$ cat config.mk
export PLATFORM = sky130hd
export DESIGN_NAME = ddr4_init_seq_flat
export DESIGN_NICKNAME = d
export VERILOG_FILES = /design/src/rtl/ddr4_pkg.sv /design/src/rtl/ddr4_init_seq_if.sv /design/src/rtl/ddr4_wait_timer.sv /design/src/rtl/ddr4_init_seq.sv /design/src/flat_wrapper.sv
export SDC_FILE = /design/constraint.sdc
export NUM_CORES = 1
export LEC_CHECK = 0
export ABC_AREA = 1
export BUFFER_PORTS_ARGS = -buffer_cell sky130_fd_sc_hd__buf_2
export CAP_MARGIN = 15
export CORE_MARGIN = 3
export CORE_UTILIZATION = 38
export DETAILED_ROUTE_END_ITERATION = 8
export PLACE_DENSITY_LB_ADDON = 0.3
export SLEW_MARGIN = 20
export SYNTH_ARGS = -nofsm -noshare
export SYNTH_HDL_FRONTEND = slang
export SYNTH_SLANG_ARGS = --single-unit
$ cat constraint.sdc
create_clock -name CK_t -period 2.4 [get_ports CK_t]
set_clock_uncertainty 0.05 [all_clocks]
set_input_delay 0.72 -clock CK_t [delete_from_list [all_inputs] [get_ports CK_t]]
set_output_delay 0.72 -clock CK_t [all_outputs]
set_load 0.1 [all_outputs]
$ cat src/rtl/ddr4_pkg.sv
// Shared definitions for the DDR4 power-up initialization sequencer:
// command encodings, the init state enum and the mode-register issue order.
package ddr4_pkg;

  localparam int unsigned CMD_W  = 5;
  localparam int unsigned TMR_W  = 16;
  localparam int unsigned MR_CNT = 7;
  localparam int unsigned A_W    = 14;

  // {CS_n, ACT_n, RAS_n, CAS_n, WE_n}
  typedef logic [CMD_W-1:0] cmd_t;

  localparam cmd_t CMD_DES  = 5'b11111;
  localparam cmd_t CMD_MRS  = 5'b01000;
  localparam cmd_t CMD_ZQCL = 5'b01110;

  localparam logic [A_W-1:0] ZQCL_A = 14'h0400;

  typedef enum logic [2:0] {
    ST_IDLE,
    ST_RST_HOLD,
    ST_CKE_WAIT,
    ST_XPR,
    ST_MRS,
    ST_ZQ,
    ST_DONE
  } init_state_e;

  // JEDEC mode-register write order; element 0 is issued first
  localparam logic [0:MR_CNT-1][2:0] MR_ORDER = {3'd3, 3'd6, 3'd5, 3'd4, 3'd2, 3'd1, 3'd0};

endpackage

$ cat src/rtl/ddr4_init_seq_if.sv
// Controller handshake plus DRAM reset/CKE/command bus driven by ddr4_init_seq.
interface ddr4_init_seq_if;
  logic        init_start;
  logic        RESET_n;
  logic        CKE;
  logic        CS_n;
  logic        ACT_n;
  logic        RAS_n;
  logic        CAS_n;
  logic        WE_n;
  logic [1:0]  BG;
  logic [1:0]  BA;
  logic [13:0] A;
  logic        init_busy;
  logic        init_done;

  modport master (
    input  init_start,
    output RESET_n, CKE, CS_n, ACT_n, RAS_n, CAS_n, WE_n, BG, BA, A,
    output init_busy, init_done
  );

  modport slave (
    output init_start,
    input  RESET_n, CKE, CS_n, ACT_n, RAS_n, CAS_n, WE_n, BG, BA, A,
    input  init_busy, init_done
  );
endinterface

$ cat src/rtl/ddr4_wait_timer.sv
// 16-bit loadable down-counter shared by every wait in the init sequence.
module ddr4_wait_timer
  import ddr4_pkg::*;
(
  input  logic             CK_t,
  input  logic             rst,
  input  logic             load,
  input  logic [TMR_W-1:0] load_val,
  output logic             zero
);

  logic [TMR_W-1:0] cnt_q;

  always_ff @(posedge CK_t) begin
    if (rst) begin
      cnt_q <= '0;
    end else if (load) begin
      cnt_q <= load_val;
    end else if (cnt_q != '0) begin
      cnt_q <= cnt_q - TMR_W'(1);
    end
  end

  assign zero = (cnt_q == '0);

endmodule

$ cat src/rtl/ddr4_init_seq.sv
// DDR4 power-up init sequencer: reset/CKE ramp, seven MRS writes, optional ZQCL.
// Define DDR4_ZQCAL_EN to include the ZQ calibration state.
module ddr4_init_seq
  import ddr4_pkg::*;
#(
  parameter int unsigned     T_RESET  = 20,
  parameter int unsigned     T_CKE    = 50,
  parameter int unsigned     T_XPR    = 10,
  parameter int unsigned     T_MRD    = 8,
  parameter int unsigned     T_MOD    = 10,
  parameter int unsigned     T_ZQINIT = 32,
  parameter logic [A_W-1:0]  MR0_VAL  = 14'h0000,
  parameter logic [A_W-1:0]  MR1_VAL  = 14'h0000,
  parameter logic [A_W-1:0]  MR2_VAL  = 14'h0000,
  parameter logic [A_W-1:0]  MR3_VAL  = 14'h0000,
  parameter logic [A_W-1:0]  MR4_VAL  = 14'h0000,
  parameter logic [A_W-1:0]  MR5_VAL  = 14'h0000,
  parameter logic [A_W-1:0]  MR6_VAL  = 14'h0000
)(
  input  logic            CK_t,
  input  logic            rst,
  ddr4_init_seq_if.master bus
);

  // A zero delay is illegal; such a build never leaves IDLE
  localparam bit PARAMS_OK = (T_RESET != 0) && (T_CKE != 0) && (T_XPR != 0) &&
                             (T_MRD != 0) && (T_MOD != 0) && (T_ZQINIT != 0);
  localparam logic [2:0] LAST_IDX = 3'(MR_CNT - 1);

  function automatic logic [A_W-1:0] mr_payload(input logic [2:0] mr);
    case (mr)
      3'd0:    mr_payload = MR0_VAL;
      3'd1:    mr_payload = MR1_VAL;
      3'd2:    mr_payload = MR2_VAL;
      3'd3:    mr_payload = MR3_VAL;
      3'd4:    mr_payload = MR4_VAL;
      3'd5:    mr_payload = MR5_VAL;
      3'd6:    mr_payload = MR6_VAL;
      default: mr_payload = '0;
    endcase
  endfunction

  init_state_e      state_q, state_d;
  logic [2:0]       idx_q, idx_d;
  logic [2:0]       mr_sel;
  logic             issue_mrs;
  logic             tmr_load;
  logic [TMR_W-1:0] tmr_val;
  logic             tmr_zero;

  cmd_t             cmd_q, cmd_d;
  logic [1:0]       bg_q, bg_d, ba_q, ba_d;
  logic [A_W-1:0]   a_q, a_d;
  logic             reset_n_q, reset_n_d, cke_q, cke_d;
  logic             busy_q, busy_d, done_q, done_d;

  ddr4_wait_timer u_timer (
    .CK_t     (CK_t),
    .rst      (rst),
    .load     (tmr_load),
    .load_val (tmr_val),
    .zero     (tmr_zero)
  );

  // State and registered bus outputs
  always_ff @(posedge CK_t) begin
    if (rst) begin
      state_q   <= ST_IDLE;
      idx_q     <= '0;
      cmd_q     <= CMD_DES;
      bg_q      <= '0;
      ba_q      <= '0;
      a_q       <= '0;
      reset_n_q <= 1'b0;
      cke_q     <= 1'b0;
      busy_q    <= 1'b0;
      done_q    <= 1'b0;
    end else begin
      state_q   <= state_d;
      idx_q     <= idx_d;
      cmd_q     <= cmd_d;
      bg_q      <= bg_d;
      ba_q      <= ba_d;
      a_q       <= a_d;
      reset_n_q <= reset_n_d;
      cke_q     <= cke_d;
      busy_q    <= busy_d;
      done_q    <= done_d;
    end
  end

  // Next state, timer loads and the value each output takes next cycle
  always_comb begin
    state_d   = state_q;
    idx_d     = idx_q;
    issue_mrs = 1'b0;
    tmr_load  = 1'b0;
    tmr_val   = '0;
    cmd_d     = CMD_DES;
    bg_d      = '0;
    ba_d      = '0;
    a_d       = '0;

    if (state_q != ST_IDLE && !bus.init_start) begin
      state_d = ST_IDLE;
    end else begin
      unique case (state_q)
        ST_IDLE: begin
          if (bus.init_start && PARAMS_OK) begin
            state_d  = ST_RST_HOLD;
            tmr_load = 1'b1;
            tmr_val  = TMR_W'(T_RESET - 1);
          end
        end
        ST_RST_HOLD: begin
          if (tmr_zero) begin
            state_d  = ST_CKE_WAIT;
            tmr_load = 1'b1;
            tmr_val  = TMR_W'(T_CKE - 1);
          end
        end
        ST_CKE_WAIT: begin
          if (tmr_zero) begin
            state_d  = ST_XPR;
            tmr_load = 1'b1;
            tmr_val  = TMR_W'(T_XPR - 1);
          end
        end
        ST_XPR: begin
          if (tmr_zero) begin
            state_d   = ST_MRS;
            idx_d     = '0;
            issue_mrs = 1'b1;
            tmr_load  = 1'b1;
            tmr_val   = TMR_W'(T_MRD - 1);
          end
        end
        ST_MRS: begin
          if (tmr_zero) begin
            if (idx_q == LAST_IDX) begin
`ifdef DDR4_ZQCAL_EN
              state_d  = ST_ZQ;
              tmr_load = 1'b1;
              tmr_val  = TMR_W'(T_ZQINIT - 1);
              cmd_d    = CMD_ZQCL;
              a_d      = ZQCL_A;
`else
              state_d  = ST_DONE;
`endif
            end else begin
              idx_d     = idx_q + 3'd1;
              issue_mrs = 1'b1;
              tmr_load  = 1'b1;
              // the MR0 slot is followed by tMOD rather than tMRD
              tmr_val   = (idx_d == LAST_IDX) ? TMR_W'(T_MOD - 1) : TMR_W'(T_MRD - 1);
            end
          end
        end
        ST_ZQ: begin
          if (tmr_zero) begin
            state_d = ST_DONE;
          end
        end
        ST_DONE: begin
          state_d = ST_DONE;
        end
        default: begin
          state_d = ST_IDLE;
        end
      endcase
    end

    mr_sel = MR_ORDER[idx_d];
    if (issue_mrs) begin
      cmd_d = CMD_MRS;
      bg_d  = {1'b0, mr_sel[2]};
      ba_d  = mr_sel[1:0];
      a_d   = mr_payload(mr_sel);
    end

    reset_n_d = (state_d != ST_IDLE) && (state_d != ST_RST_HOLD);
    cke_d     = (state_d == ST_XPR) || (state_d == ST_MRS) ||
                (state_d == ST_ZQ)  || (state_d == ST_DONE);
    busy_d    = (state_d != ST_IDLE) && (state_d != ST_DONE);
    done_d    = (state_d == ST_DONE);
  end

  assign bus.RESET_n   = reset_n_q;
  assign bus.CKE       = cke_q;
  assign bus.CS_n      = cmd_q[4];
  assign bus.ACT_n     = cmd_q[3];
  assign bus.RAS_n     = cmd_q[2];
  assign bus.CAS_n     = cmd_q[1];
  assign bus.WE_n      = cmd_q[0];
  assign bus.BG        = bg_q;
  assign bus.BA        = ba_q;
  assign bus.A         = a_q;
  assign bus.init_busy = busy_q;
  assign bus.init_done = done_q;

endmodule

$ cat src/flat_wrapper.sv
// flat-port wrapper written by rule: the top's interface ports become plain ports
module ddr4_init_seq_flat import ddr4_pkg::*;
#(
  parameter int unsigned     T_RESET  = 20,
  parameter int unsigned     T_CKE    = 50,
  parameter int unsigned     T_XPR    = 10,
  parameter int unsigned     T_MRD    = 8,
  parameter int unsigned     T_MOD    = 10,
  parameter int unsigned     T_ZQINIT = 32,
  parameter logic [A_W-1:0]  MR0_VAL  = 14'h0000,
  parameter logic [A_W-1:0]  MR1_VAL  = 14'h0000,
  parameter logic [A_W-1:0]  MR2_VAL  = 14'h0000,
  parameter logic [A_W-1:0]  MR3_VAL  = 14'h0000,
  parameter logic [A_W-1:0]  MR4_VAL  = 14'h0000,
  parameter logic [A_W-1:0]  MR5_VAL  = 14'h0000,
  parameter logic [A_W-1:0]  MR6_VAL  = 14'h0000
)
  (CK_t, rst, bus_init_start, bus_RESET_n, bus_CKE, bus_CS_n, bus_ACT_n, bus_RAS_n, bus_CAS_n, bus_WE_n, bus_BG, bus_BA, bus_A, bus_init_busy, bus_init_done);
  ddr4_init_seq_if bus_i ();
  input  logic CK_t;
  input  logic rst;
  input wire logic [$bits(bus_i.init_start)-1:0] bus_init_start;
  output wire logic [$bits(bus_i.RESET_n)-1:0] bus_RESET_n;
  output wire logic [$bits(bus_i.CKE)-1:0] bus_CKE;
  output wire logic [$bits(bus_i.CS_n)-1:0] bus_CS_n;
  output wire logic [$bits(bus_i.ACT_n)-1:0] bus_ACT_n;
  output wire logic [$bits(bus_i.RAS_n)-1:0] bus_RAS_n;
  output wire logic [$bits(bus_i.CAS_n)-1:0] bus_CAS_n;
  output wire logic [$bits(bus_i.WE_n)-1:0] bus_WE_n;
  output wire logic [$bits(bus_i.BG)-1:0] bus_BG;
  output wire logic [$bits(bus_i.BA)-1:0] bus_BA;
  output wire logic [$bits(bus_i.A)-1:0] bus_A;
  output wire logic [$bits(bus_i.init_busy)-1:0] bus_init_busy;
  output wire logic [$bits(bus_i.init_done)-1:0] bus_init_done;
  assign bus_i.init_start = bus_init_start;
  assign bus_RESET_n = bus_i.RESET_n;
  assign bus_CKE = bus_i.CKE;
  assign bus_CS_n = bus_i.CS_n;
  assign bus_ACT_n = bus_i.ACT_n;
  assign bus_RAS_n = bus_i.RAS_n;
  assign bus_CAS_n = bus_i.CAS_n;
  assign bus_WE_n = bus_i.WE_n;
  assign bus_BG = bus_i.BG;
  assign bus_BA = bus_i.BA;
  assign bus_A = bus_i.A;
  assign bus_init_busy = bus_i.init_busy;
  assign bus_init_done = bus_i.init_done;
  ddr4_init_seq #(.T_RESET(T_RESET), .T_CKE(T_CKE), .T_XPR(T_XPR), .T_MRD(T_MRD), .T_MOD(T_MOD), .T_ZQINIT(T_ZQINIT), .MR0_VAL(MR0_VAL), .MR1_VAL(MR1_VAL), .MR2_VAL(MR2_VAL), .MR3_VAL(MR3_VAL), .MR4_VAL(MR4_VAL), .MR5_VAL(MR5_VAL), .MR6_VAL(MR6_VAL)) u_core (.CK_t(CK_t), .rst(rst), .bus(bus_i));
endmodule
# Word level (Yosys, flattened, before mapping)
# Memory sizes are Yosys's and may differ from the RTL's. A register that Yosys moved wholly into a read port is not among the register bits.
# Index checks and enable logic that the tools add are counted.
# totals
reg_bits	32
rom_bits	24
in_bits	3
memories	1
# classes
add_sub_neg	2
eq_ne	14
mux	34
bitwise	2
n_reduce_logical	15
# memory_table
name	words	word_bits	read_ports	rd_ports_with_merged_regs	write_ports	line_no	rtl
(name not given)	8	3	1	1	0	ddr4_init_seq.sv:173	mr_sel = MR_ORDER[idx_d];
# ops
operator	n
$mux W16	5
$pmux W16 S5	1
$mux W3	13
$eq A3 B3 Y1 const B	8
$pmux W3 S7	1
$logic_not A16 Y1	1
$reduce_bool A16 Y1	1
$sub A16 B1 Y16 const B	1
$mux W5	2
$eq A3 B2 Y1 const B	3
$mux W4	2
$mux W1	6
$mux W6	1
$pmux W3 S2	1
$reduce_bool A3 Y1	2
$not A3 Y4	1
$add A3 B1 Y3 const B	1
$eq A3 B1 Y1 const B	1
$logic_and A1 B1 Y1	3
$logic_not A3 Y1	1
$logic_or A1 B1 Y1	3
$ne A3 B1 Y1 const B	1
$ne A3 B3 Y1 const B	1
$pmux W1 S3	1
other kinds (6)	6

# Longest topological paths before layout
# depth
word_depth	9
depth_mapped	13
mapped_depth_nobuf	13

# Hierarchy
# A second synthesis with hierarchy kept.
# unflattened
cells_unflattened	327
hier_area_um2	2125.8
# by_module_without_submodules
module	instances	cells_each	area_each_um2
ddr4_wait_timer	1	179	1114.8
ddr4_init_seq	1	148	1011.0

# Worst setup path before layout
# No wires, ideal clock.
# synth_path
kind	register to output
from	reg u_core.cmd_q[2] (netlist name)
to	out bus_CS_n
t_arrival_ns	1.392
setup_slack_ns	0.238
path_stages_with_launch	2
cell_sequence	dfxtp_1 > buf_4
# synth_rtl
item	line_no	rtl
to (decl)	flat_wrapper.sv:25	output wire logic [$bits(bus_i.CS_n)-1:0] bus_CS_n;

# Worst setup path after layout
# layout_path
from	reg u_core.u_timer.cnt_q[0]
to	reg u_core.busy_q, in the netlist u_core.bus.init_busy
# layout_via
elab_chain_len	6
elab_cells_between_ends	11
# layout_rtl
item	line_no	rtl
from (decl)	ddr4_wait_timer.sv:12	logic [TMR_W-1:0] cnt_q;
from (signal assigned)	ddr4_wait_timer.sv:18	cnt_q <= load_val;
from (signal assigned)	ddr4_wait_timer.sv:20	cnt_q <= cnt_q - TMR_W'(1);
$logic_not A16 Y1 *	ddr4_wait_timer.sv:24	assign zero = (cnt_q == '0);
$mux W3, on equally long branches	--	
$pmux W3 S7 *	ddr4_init_seq.sv:107	unique case (state_q)
$mux W3 *	ddr4_init_seq.sv:104	if (state_q != ST_IDLE && !bus.init_start) begin
$ne A3 B3 Y1 or $reduce_bool A3 Y1 (tied branches)	ddr4_init_seq.sv:184	busy_d = (state_d != ST_IDLE) && (state_d != ST_DONE);
$logic_and A1 B1 Y1 *	ddr4_init_seq.sv:184	
to (signal assigned)	ddr4_init_seq.sv:87	busy_q <= busy_d;
to (decl)	ddr4_init_seq.sv:55	logic busy_q, busy_d, done_q, done_d;
# Mark *: on every way between the ends. The rest lies on a longest branch, timed or not.
# A chain may end at the register's enable or synchronous reset.

==> impl_metrics.yaml <==
grt:
  track_usage_pct: 13.00
  grt_max_degree: 15
  grt_pass1_vias: 1439
  antenna_found_initial: 0
  grt_pass1_wl_um: 6147
  grt_overflow_total: 0
critical_path:
  worstReg2RegEnd: "u_core.bus.init_busy"
  slowest_delay_ns: 0.31
  critPathMostFrequentCell: "nand2_1"
  criticalPathCategory: "reg -> reg"
  cp-end-kind: "register"
  path_max_fanout: 12
  cp_cell_sequence: "inv_1 -> ha_1 -> nand2_4 -> nor2_8 -> nand2_4 -> inv_2 -> nand2_1 -> nand2_1 -> nand2_1 -> nor3_1 -> nor2_1"
  required_ns: 2.52
  r2r_setup_slack_ns: 0.45
  r2r_cells: 11
  cp_data_arrival_time_ns: 2.07
  startpoint_type: "register"
  reg2reg_from: "u_core.u_timer.cnt_q[0]"
  cp_slowest_cell: "dfxtp_1"
floorplan:
  die_h_um: 76.33
  start_util_pct: 41.17
  die_x_um: 76.33
  io_pins: 30
  die_area_um2: 5826
  core_um2: 4564
  row_count: 24
pwr:
  switching_share_pct: 51.69
  power.share.clock_pct: 14.6
  ir_worst_vdd_mv: 0.5111
  combPwrFrac_pct: 59.5
  cellLeakagePower_nw: 1.031
  power_switching_w: 0.001466
  p_per_area_nw_per_um2: 1418
  p_seq_share_pct: 25.9
  internal_power_w: 0.001371
min_path:
  min_from: "u_core.u_timer.cnt_q[8]"
  min_path_type: "reg -> reg"
  hold_end: "u_core.u_timer.cnt_q[8]"
  holdPathStages: 1
clock_tree:
  clk_pin_slew_worst_paths_ns: 0.06
  cts-root-buf: "clkbuf_8"
  max-clock-path-buffers: 2
  clock-sinks: 30
  post_cts_resize_count: 0
  cts_buffers: 5
  cts_tree: "done"
  clk_latency_ns: 0.28
  ctsHoldBuffers: 0
  cts_setup_buffers: 0
  htreeDepth: 2
cells_and_area:
  nets: 295
  layout_commonest_cell: "nand2_1"
  mostFrequentLayoutCells: "60 x nand2_1, 45 x nor2_1, 30 x dfxtp_1, 28 x inv_1, 18 x nand3_1"
  final_layout_size_suffix_gt1_share_pct: 15.57
  layout.cells.non_filler: 354
  multiInputGateArea_um2: 1039
  syn_to_final_growth_pct: 6.458
  n_antenna_cell: 0
  final.fill_count: 474
  final_util_pct: 43.83
  regArea_um2: 600.6
  fin_area_um2: 2001
synthesis:
  syn-cell-area_um2: 1879
  ys_warn_count: 0
  syn_area_per_cell_um2: 6.809
  yosys-top-cells-area: "dfxtp_1 32%, nand2_1 12%, nor2_1 9.0%"
  yosys.area.top_type: "dfxtp_1"
  ys_seq_elements: 30
  ys_seq_area_share_pct: 31.96
  ys_types: 32
  postSynthCellCount: 276
  yosysTopAreaCellShare_pct: 31.96
timing:
  fin_setup_tns_ns: 0
  setup_violations: 0
  max_clock_freq_mhz: 513.3
  rsz0062_at_grt: "false"
  hold_viol: 0
  slew_viol_final: 0
  whs_ns: 0.4259
  timing.final.crit_share_pct: 81.18
  period_needed_ns: 1.948
outcome:
  status: "complete, no violations"
placement:
  place_area_um2: 1909
  dpl.hpwl_um: 2711
  gp_congestion: 0.8004
  post-place-cells: 346
  portBuffers: 13
route:
  wl_um: 3503
  wl_per_cell_um: 9.895
  antenna_left: 0
  firstDrtPassIters: 4
  drtIter0Drc: 46
  vias: 1592
  drc: 0
  vias_per_cell: 4.497
run:
  maxCapViolations: 0
synth_stat cells (all sizes together):
cell type and number:
a21oi 13, a31oi 1, buf 21, clkbuf 1
clkinv 1, conb 2, dfxtp 30, ha 4
inv 32, nand2 69, nand3 18, nand3b 2
nand4 3, nor2 54, nor3 3, nor3b 1
o211ai 1, o21a 1, o21ai 13, o21bai 1
or2 1, xnor2 1, xor2 3
cell families after synthesis:
| group | count (synthesis) | share of synthesized area (%) |
|---|---|---|
| compound gates | 30 | 8.855 |
| fa+ha+maj | 4 | 2.663 |
| buf+inv | 55 | 15.58 |
| other cells | 2 | 0.3996 |
| flops | 30 | 31.96 |
| simple gates | 151 | 38.68 |
| xor+xnor | 4 | 1.865 |
final cells by class:
type,count,share of cell area [%]
multi-input combinational,205,51.91
clock buffer,7,4.315
timing repair buffer,13,3.252
clock inverter,1,0.2502
inverter,33,6.191
tap,65,4.065
sequential,30,30.02
state kept, by name, summed over array words and instances (netlist names):
register,count
u_core.state_q,3
u_core.bus.RESET_n,1
u_core.bus.BA,2
u_core.bus.BG,1
u_core.bus.CKE,1
u_core.bus.init_done,1
u_core.bus.init_busy,1
u_core.u_timer.cnt_q,16
u_core.idx_q,3
u_core.cmd_q,1
worst max-delay path: cells and delay by family, from the launching register on:
family / cells / cell delay (ns)
simple gates: 8 / 0.95
buf+inv: 2 / 0.26
flops: 1 / 0.31
fa+ha+maj: 1 / 0.26
per-layer routing:
metal	GRT usage (%)	part of all wire (%)	wire [um]	vias up
li1	-	-	-	852
met1	15.75	49	1700	700
met2	21.00	46	1610	38
met3	5.437	5.1	179	2
met4	3.804	0.37	13	0
met5	0	0	0	-
through the flow:
step	total power (W)	worst slack, ns
finish	0.002837	0.4518
global route	0.003124	0.2670
CTS	0.002864	0.4595
detailed placement	0.002437	0.4668
global placement	0.002430	0.4842
floorplan	0.002248	0.2378
power by group through the flow:
stage / Combinational [W] / Sequential, W / Clock (W)
6_report: 0.00169 / 0.000735 / 0.000414
5_1_grt: 0.00191 / 0.000752 / 0.000458
4_1_cts: 0.00170 / 0.000736 / 0.000429
3_5_place_dp: 0.00169 / 0.000746 / 0
3_3_place_gp: 0.00168 / 0.000746 / 0
2_1_floorplan: 0.00142 / 0.000824 / 0
worst max path at each step:
stage | start | to | depth (start not counted)
CTS | u_core.u_timer.cnt_q[0] | u_core.u_timer.cnt_q[1] | 13
global route | u_core.u_timer.cnt_q[0] | u_core.u_timer.cnt_q[1] | 13
finish | u_core.u_timer.cnt_q[0] | u_core.bus.init_busy | 11
floorplan | u_core.cmd_q[2] | bus_CS_n | 1
detailed placement | u_core.u_timer.cnt_q[0] | u_core.u_timer.cnt_q[5] | 13
global placement | u_core.u_timer.cnt_q[0] | u_core.u_timer.cnt_q[1] | 13
Power figures use the tool's default switching activity.
